$ cat config.mk
export PLATFORM = sky130hd
export DESIGN_NAME = nano_boot_loader
export DESIGN_NICKNAME = d
export VERILOG_FILES = /design/src/rtl/nano_boot_loader.sv
export SDC_FILE = /design/constraint.sdc
export NUM_CORES = 1
export LEC_CHECK = 0
export BUFFER_PORTS_ARGS = -buffer_cell sky130_fd_sc_hd__clkbuf_2
export CAP_MARGIN = 40
export CORE_MARGIN = 1
export CORE_UTILIZATION = 56
export DETAILED_ROUTE_END_ITERATION = 12
export PLACE_DENSITY = 0.81
export SLEW_MARGIN = 20
export SYNTH_ARGS = -nofsm -noshare
export SYNTH_HDL_FRONTEND = slang
export SYNTH_SLANG_ARGS = --single-unit
$ cat constraint.sdc
create_clock -name i_nano_clk -period 4.25 [get_ports i_nano_clk]
set_clock_uncertainty 0.15 [all_clocks]
set_input_delay 0.425 -clock i_nano_clk [delete_from_list [all_inputs] [get_ports i_nano_clk]]
set_output_delay 0.425 -clock i_nano_clk [all_outputs]
set_load 0.005 [all_outputs]
$ cat src/rtl/nano_boot_loader.sv
// Byte-stream boot loader: parses a framed image, writes IMEM words,
// verifies the XOR checksum and releases the core from reset.
module nano_boot_loader #(
    parameter int NANO_I_W_C     = 12,
    parameter int NANO_I_ADR_W_C = 8
) (
    input  logic                      i_nano_clk,
    input  logic                      i_nano_rst_n,
    input  logic [7:0]                i_byte,
    input  logic                      i_byte_valid,
    output logic                      o_byte_ready,
    output logic                      o_imem_we,
    output logic [NANO_I_ADR_W_C-1:0] o_imem_addr,
    output logic [NANO_I_W_C-1:0]     o_imem_data,
    output logic                      o_boot_done,
    output logic                      o_boot_err,
    output logic                      o_core_rst_n
);

    localparam int BPW   = (NANO_I_W_C + 7) / 8;
    localparam int ASM_W = BPW * 8;
    localparam int BC_W  = (BPW > 1) ? $clog2(BPW) : 1;

    localparam logic [BC_W-1:0] BC_LAST = BC_W'(BPW - 1);
    localparam logic [16:0]     N_MAX   = 17'(64'd1 << NANO_I_ADR_W_C);

    typedef enum logic [2:0] {
        S_HDR_LO,
        S_HDR_HI,
        S_PAYLOAD,
        S_CHECK,
        S_DONE,
        S_ERR
    } state_t;

    state_t r_state;
    state_t w_next;

    logic                      w_ready;
    logic                      w_done;
    logic                      w_err;
    logic                      w_accept;
    logic [15:0]               w_count;
    logic                      w_last_byte;
    logic                      w_last_word;
    logic [ASM_W-1:0]          w_word;

    logic [7:0]                r_cnt_lo;
    logic [15:0]               r_words_left;
    logic [BC_W-1:0]           r_bcnt;
    logic [ASM_W-1:0]          r_asm;
    logic [7:0]                r_xor;
    logic [NANO_I_ADR_W_C-1:0] r_addr;
    logic                      r_we;
    logic [NANO_I_ADR_W_C-1:0] r_imem_addr;
    logic [NANO_I_W_C-1:0]     r_imem_data;
    logic                      r_core_rst_n;

    assign w_accept    = i_byte_valid & w_ready;
    assign w_count     = {i_byte, r_cnt_lo};
    assign w_last_byte = (r_bcnt == BC_LAST);
    assign w_last_word = (r_words_left == 16'd1);

    // Current word with the incoming byte dropped into its lane
    always_comb begin
        w_word = r_asm;
        w_word[8*int'(r_bcnt) +: 8] = i_byte;
    end

    // State register; core reset release tracks entry into DONE
    always_ff @(posedge i_nano_clk or negedge i_nano_rst_n) begin
        if (!i_nano_rst_n) begin
            r_state      <= S_HDR_LO;
            r_core_rst_n <= 1'b0;
        end else begin
            r_state      <= w_next;
            r_core_rst_n <= (w_next == S_DONE);
        end
    end

    always_comb begin
        w_next = r_state;
        unique case (r_state)
            S_HDR_LO: begin
                if (w_accept) w_next = S_HDR_HI;
            end
            S_HDR_HI: begin
                if (w_accept) begin
                    if ({1'b0, w_count} > N_MAX) w_next = S_ERR;
                    else if (w_count == 16'd0)   w_next = S_CHECK;
                    else                         w_next = S_PAYLOAD;
                end
            end
            S_PAYLOAD: begin
                if (w_accept && w_last_byte && w_last_word)
                    w_next = S_CHECK;
            end
            S_CHECK: begin
                if (w_accept)
                    w_next = (i_byte == r_xor) ? S_DONE : S_ERR;
            end
            S_DONE:  w_next = S_DONE;
            S_ERR:   w_next = S_ERR;
            default: w_next = S_ERR;
        endcase
    end

    always_comb begin
        w_ready = 1'b0;
        w_done  = 1'b0;
        w_err   = 1'b0;
        unique case (r_state)
            S_HDR_LO,
            S_HDR_HI,
            S_PAYLOAD,
            S_CHECK:  w_ready = 1'b1;
            S_DONE:   w_done  = 1'b1;
            S_ERR:    w_err   = 1'b1;
            default:  w_err   = 1'b1;
        endcase
    end

    always_ff @(posedge i_nano_clk or negedge i_nano_rst_n) begin
        if (!i_nano_rst_n) begin
            r_cnt_lo     <= '0;
            r_words_left <= '0;
            r_bcnt       <= '0;
            r_asm        <= '0;
            r_xor        <= '0;
            r_addr       <= '0;
            r_we         <= 1'b0;
            r_imem_addr  <= '0;
            r_imem_data  <= '0;
        end else begin
            r_we <= 1'b0;
            if (w_accept) begin
                case (r_state)
                    S_HDR_LO: begin
                        r_cnt_lo <= i_byte;
                        r_xor    <= r_xor ^ i_byte;
                    end
                    S_HDR_HI: begin
                        r_words_left <= w_count;
                        r_xor        <= r_xor ^ i_byte;
                    end
                    S_PAYLOAD: begin
                        r_xor <= r_xor ^ i_byte;
                        r_asm <= w_word;
                        if (w_last_byte) begin
                            r_bcnt       <= '0;
                            r_we         <= 1'b1;
                            r_imem_addr  <= r_addr;
                            r_imem_data  <= w_word[NANO_I_W_C-1:0];
                            r_addr       <= r_addr + 1'b1;
                            r_words_left <= r_words_left - 16'd1;
                        end else begin
                            r_bcnt <= r_bcnt + 1'b1;
                        end
                    end
                    default: ;
                endcase
            end
        end
    end

    assign o_byte_ready = w_ready;
    assign o_imem_we    = r_we;
    assign o_imem_addr  = r_imem_addr;
    assign o_imem_data  = r_imem_data;
    assign o_boot_done  = w_done;
    assign o_boot_err   = w_err;
    assign o_core_rst_n = r_core_rst_n;

endmodule

# Word level (Yosys, flattened, before mapping)
# Cells that the tools add are included.
# W data, S select, Z words.
[op_classes]
n_addsub = 4
n_mul = 0
div_mod_pow = 0
order_cmp = 1
n_eq_ne = 8
n_shift = 2
mux = 18
bitwise_logic = 2
n_reduce_logical = 13
[op_table]
columns = ["cell", "n"]
rows = [
  ["$neg A4 Y33", 1],
  ["$shift A8 B33 Y16 const A", 1],
  ["$shiftx A8 B33 Y16", 1],
  ["$pmux W16 S2", 1],
  ["$bwmux W16", 1],
  ["$eq A16 B1 Y1 const B", 1],
  ["$gt A16 B9 Y1 const B", 1],
  ["$logic_not A16 Y1", 1],
  ["$mux W16", 1],
  ["$sub A16 B1 Y16 const B", 1],
  ["$mux W3", 5],
  ["$pmux W3 S5", 1],
  ["$mux W1", 9],
  ["$add A8 B1 Y8 const B", 1],
  ["$eq A8 B8 Y1", 1],
  ["$xor A8 B8 Y8", 1],
  ["$eq A3 B2 Y1 const B", 2],
  ["$eq A3 B3 Y1 const B", 2],
  ["$reduce_and A2 Y1", 3],
  ["$reduce_and A3 Y1", 2],
  ["$reduce_or A5 Y1", 1],
  ["$reduce_or A4 Y1", 1],
  ["$eq A3 B1 Y1 const B", 1],
  ["$logic_not A3 Y1", 1],
  ["6 further kinds", 7],
]
[word_totals]
register_bits = 82
latch_bits = 0
mem_bits_rw = 0
mem_bits_ro = 0
inputBits = 11
elab_cells = 59
mem_count = 0

# Logic depth before layout (Yosys ltp)
[logic_depth]
word_depth = 9
depth_mapped = 7
ltp_nobuf = 6

# Least setup slack after synthesis
# Ideal clock, no wire load.
[synth_path]
kind = "reg2reg"
start = "register r_words_left[0]"
end = "register r_words_left[12]"
setup_ns = 0.121
arrival_ns = 1.651
path_slack_ns = 2.328
path_stages_with_launch = 7
path_buffers = 0
period_less_slack_ns = 1.922
cell_sequence = "dfrtp_1 > inv_1 > ha_1 > nor3b_1 > nand4_1 > o22a_1 > o22a_1"
[synth_via]
elab_chain_cells = 3
[synth_rtl]
columns = ["element", "line_no", "source"]
rows = [
  ["from (decl)", "49", "logic [15:0] r_words_left;"],
  ["from (signal assigned)", "143", "r_words_left <= w_count;"],
  ["from (signal assigned)", "155", "r_words_left <= r_words_left - 16'd1;"],
  ["$sub A16 B1 Y16", "155", ""],
  ["$mux W16", "149", "if (w_last_byte) begin"],
  ["$pmux W16 S2", "137", "case (r_state)"],
]
# No other way between the ends. The select of a mux whose other input is x is not followed.
# A chain may end at the register's enable or synchronous reset.

# Worst setup path in the final report
# Ends and elaborated chain as after synthesis.

==> flow_metrics.env <==
export IMPL_dp_cells=409
export IMPL_core_rowCount=29
export IMPL_drt_pass1_iter_count=4
export IMPL_die_height_um=82.9
export IMPL_grt_remaining_overflow=0
export IMPL_clk_transition_reported_paths_ns=0.08
export IMPL_number_of_buffers_created_by_cts=9
export IMPL_outcome="finished, final reports clean"
export IMPL_place_gp_congestion=0.837
export IMPL_route_vias_total=2585
export IMPL_worst_ir_drop_vdd_mv=0.272
export IMPL_insertedDiodeCount=0
export IMPL_avgRoutedWirePerCell_um=17.4
export IMPL_powerDensity_mw_per_mm2=310
export IMPL_setup_tns_ns=0
export IMPL_grt_setup_unrepaired="false"
export IMPL_core_area_mm2=0.00631
export IMPL_clock_tree_from_tritoncts="yes"
export IMPL_max_slew_margin_rel_pct=42.7
export IMPL_critPathLaunchType="register"
export IMPL_ys_seq_elements=74
export IMPL_max_slew_worst_pin_slew_ns=0.858
export IMPL_io_pins=36
export IMPL_post_cts_resize_count=0
export IMPL_detailedPlacementHpwl_um=5170
export IMPL_areaGrowthSynthToFinish_pct=10.2
export IMPL_synth_distinct_cells=54
export IMPL_netlist_area_mm2=0.00366
export IMPL_first_global_vias=2545
export IMPL_finalSetupViolations=0
export IMPL_clock_latency_at_the_later_pin_of_the_worst_skew_pair_ns=0.35
export IMPL_synth_seq_area_share_pct=50.6
export IMPL_post_place_ws_ns=1.54
export IMPL_stdcell_count=428
export IMPL_totalWireLength_um=7460
export IMPL_numClockSinks=74
export IMPL_fp_dieArea_mm2=0.00686
export IMPL_final_min_clock_period_ns=2.38
export IMPL_worst_ep_required_time_ns=4.34
export IMPL_drt_iter0_drc=184
export IMPL_fmax_ghz=0.421
export IMPL_report_final_slew_viol_count=0
export IMPL_power_leakage_nw=1.90
export IMPL_ctsHtreeMaxLevel=3
export IMPL_nets=360
export IMPL_antenna_left=0
export IMPL_vias_per_cell=6.04
export IMPL_netlist_instances=312
export IMPL_maxCapViolCount=0
export IMPL_critical_path_arrival_ns=2.47
export IMPL_wire_length_of_the_first_global_routing_pass_um=12800
export IMPL_asyncSetResetFlopFracSynth_pct=100
export IMPL_start_util_pct=58.0
export IMPL_holdWs_ns=0.247
export IMPL_syn_mean_instance_area_um2=11.7
export IMPL_hold_path_class="in2reg"
export IMPL_ctsHoldBuffers=1
export IMPL_synth_net_count=326
export IMPL_grt_max_degree=34
export IMPL_drc=0
export IMPL_critical_path_class="reg2reg"
export IMPL_yosysWarningCount=0
export IMPL_layout_cells_most_common_list="74 x sky130_fd_sc_hd__dfrtp_1, 34 x sky130_fd_sc_hd__clkbuf_2, 22 x sky130_fd_sc_hd__nand2_1"
export IMPL_critPathCaptureType="register"
export IMPL_postLayoutSetupSlackWorst_ns=1.87
export IMPL_global_route_usage_total_pct=23.7
export IMPL_cts_root_to_sink_buffers=2
export IMPL_timing_final_crit_share_pct=55.9
export IMPL_layout_drive_gt1_share_pct=28.8
export IMPL_cts_root_buf="sky130_fd_sc_hd__clkbuf_8"
export IMPL_report_final_hold_viol_count=0
export IMPL_io_buffer_count=35
export IMPL_antenna_found_initial=0
export IMPL_crit_fanout=7
export IMPL_dieWidth_um=82.9
export IMPL_cts_repair_timing_setup_buffer_count=0
export IMPL_final_common_cell="sky130_fd_sc_hd__dfrtp_1"
export IMPL_synthFlopType="sky130_fd_sc_hd__dfrtp_1"
export IMPL_synth_edf_count=0
[worst max-delay path, stage by stage, from the launching register on]
cell and delay [ns]:
sky130_fd_sc_hd__dfrtp_1 0.47, sky130_fd_sc_hd__inv_1 0.12, sky130_fd_sc_hd__ha_1 0.19, sky130_fd_sc_hd__nor3b_1 0.72, sky130_fd_sc_hd__nand4_1 0.21, sky130_fd_sc_hd__o22a_1 0.22
sky130_fd_sc_hd__o22a_1 0.19
[path summary, 6_finish.rpt]
check                                         to  cells past startpoint             from  slack [ns]
worst max-delay path            r_words_left[12]                      6  r_words_left[0]        1.87
worst min-delay path                    r_xor[6]                      3        i_byte[6]        0.25
worst max register to register  r_words_left[12]                      6  r_words_left[0]        1.87
worst min register to register         r_addr[7]                      1        r_addr[7]        0.33
max in group asynchronous         o_imem_addr[5]                      3     i_nano_rst_n        2.90
min in group asynchronous               r_asm[3]                      2     i_nano_rst_n        0.34
[through the flow]
step	utilization, %	total power [mW]	area (µm²)
CTS	63.5	1.27	4010
global placement	60.2	0.782	3800
floorplan	-	0.754	3660
finish	63.9	1.25	4030
global route	63.9	1.30	4030
detailed placement	60.6	0.787	3830
[layout make-up]
| type | count | area, µm² |
|---|---|---|
| flip-flops and latches | 74 | 1850 |
| repair buffers | 42 | 251 |
| multi-input cells | 212 | 1640 |
| fillers | 496 | 2280 |
| inverters | 7 | 26.3 |
| clock buffers | 9 | 124 |
| well taps | 77 | 96.3 |
| clock inverters | 7 | 46.3 |
[cells by family after synthesis]
| logic type | after synthesis | share of synthesized area, % |
|---|---|---|
| multiplexers | 37 | 13.5 |
| buffers and inverters | 26 | 4.68 |
| XOR/XNOR | 23 | 5.50 |
| AO/OA/AOI/OAI | 61 | 11.2 |
| AND/OR/NAND/NOR | 88 | 13.5 |
| adder cells (fa/ha/maj) | 3 | 1.03 |
| flip-flops | 74 | 50.6 |
[layer usage]
metal | global-route usage [%] | wire [µm] | share of wire (%)
met1 | 32.9 | 3390 | 45
met2 | 37.0 | 3550 | 48
met3 | 5.37 | 389 | 5.2
met4 | 8.31 | 128 | 1.7
met5 | 0 | 0 | 0
[sequential cells by signal, indices dropped and copies added, names as in the netlist]
register      cells
r_words_left     16
r_addr            8
r_state           3
o_imem_we         1
r_bcnt            1
r_asm             8
o_core_rst_n      1
r_cnt_lo          8
o_imem_data      12
r_xor             8
o_imem_addr       8
[synth_stat cells (2+ instances only)]
| cell | number | share of area [%] |
|---|---|---|
| sky130_fd_sc_hd__a211oi_1 | 4 | 0.82 |
| sky130_fd_sc_hd__a21oi_1 | 15 | 2.1 |
| sky130_fd_sc_hd__a22o_1 | 2 | 0.48 |
| sky130_fd_sc_hd__a22oi_1 | 3 | 0.62 |
| sky130_fd_sc_hd__a2bb2oi_1 | 3 | 0.72 |
| sky130_fd_sc_hd__and2_1 | 3 | 0.51 |
| sky130_fd_sc_hd__buf_2 | 5 | 0.68 |
| sky130_fd_sc_hd__buf_6 | 9 | 2.8 |
| sky130_fd_sc_hd__clkbuf_1 | 5 | 0.51 |
| sky130_fd_sc_hd__dfrtp_1 | 74 | 51 |
| sky130_fd_sc_hd__ha_1 | 3 | 1.0 |
| sky130_fd_sc_hd__inv_1 | 7 | 0.72 |
| sky130_fd_sc_hd__mux2_2 | 16 | 4.9 |
| sky130_fd_sc_hd__mux2_4 | 21 | 8.6 |
| sky130_fd_sc_hd__nand2_1 | 22 | 2.3 |
| sky130_fd_sc_hd__nand3_1 | 7 | 0.96 |
| sky130_fd_sc_hd__nand4_1 | 7 | 1.2 |
| sky130_fd_sc_hd__nor2_1 | 14 | 1.4 |
| sky130_fd_sc_hd__nor2b_1 | 2 | 0.34 |
| sky130_fd_sc_hd__nor3_1 | 8 | 1.1 |
| sky130_fd_sc_hd__nor4_1 | 7 | 1.2 |
| sky130_fd_sc_hd__nor4b_1 | 2 | 0.48 |
| sky130_fd_sc_hd__o21a_1 | 2 | 0.41 |
| sky130_fd_sc_hd__o21ai_0 | 13 | 1.8 |
| sky130_fd_sc_hd__o22a_1 | 3 | 0.72 |
| sky130_fd_sc_hd__o22ai_1 | 4 | 0.68 |
| sky130_fd_sc_hd__or3_1 | 3 | 0.51 |
| sky130_fd_sc_hd__xnor2_1 | 11 | 2.6 |
| sky130_fd_sc_hd__xor2_1 | 12 | 2.9 |
[power by group]
part	leakage (nW)	switching [mW]	total, mW	internal [mW]
combinational	0.812	0.0344	0.0545	0.0201
sequential	0.996	0.00691	0.718	0.711
clock	0.0927	0.268	0.478	0.210
Note: power is estimated with default switching activity, not from simulation.
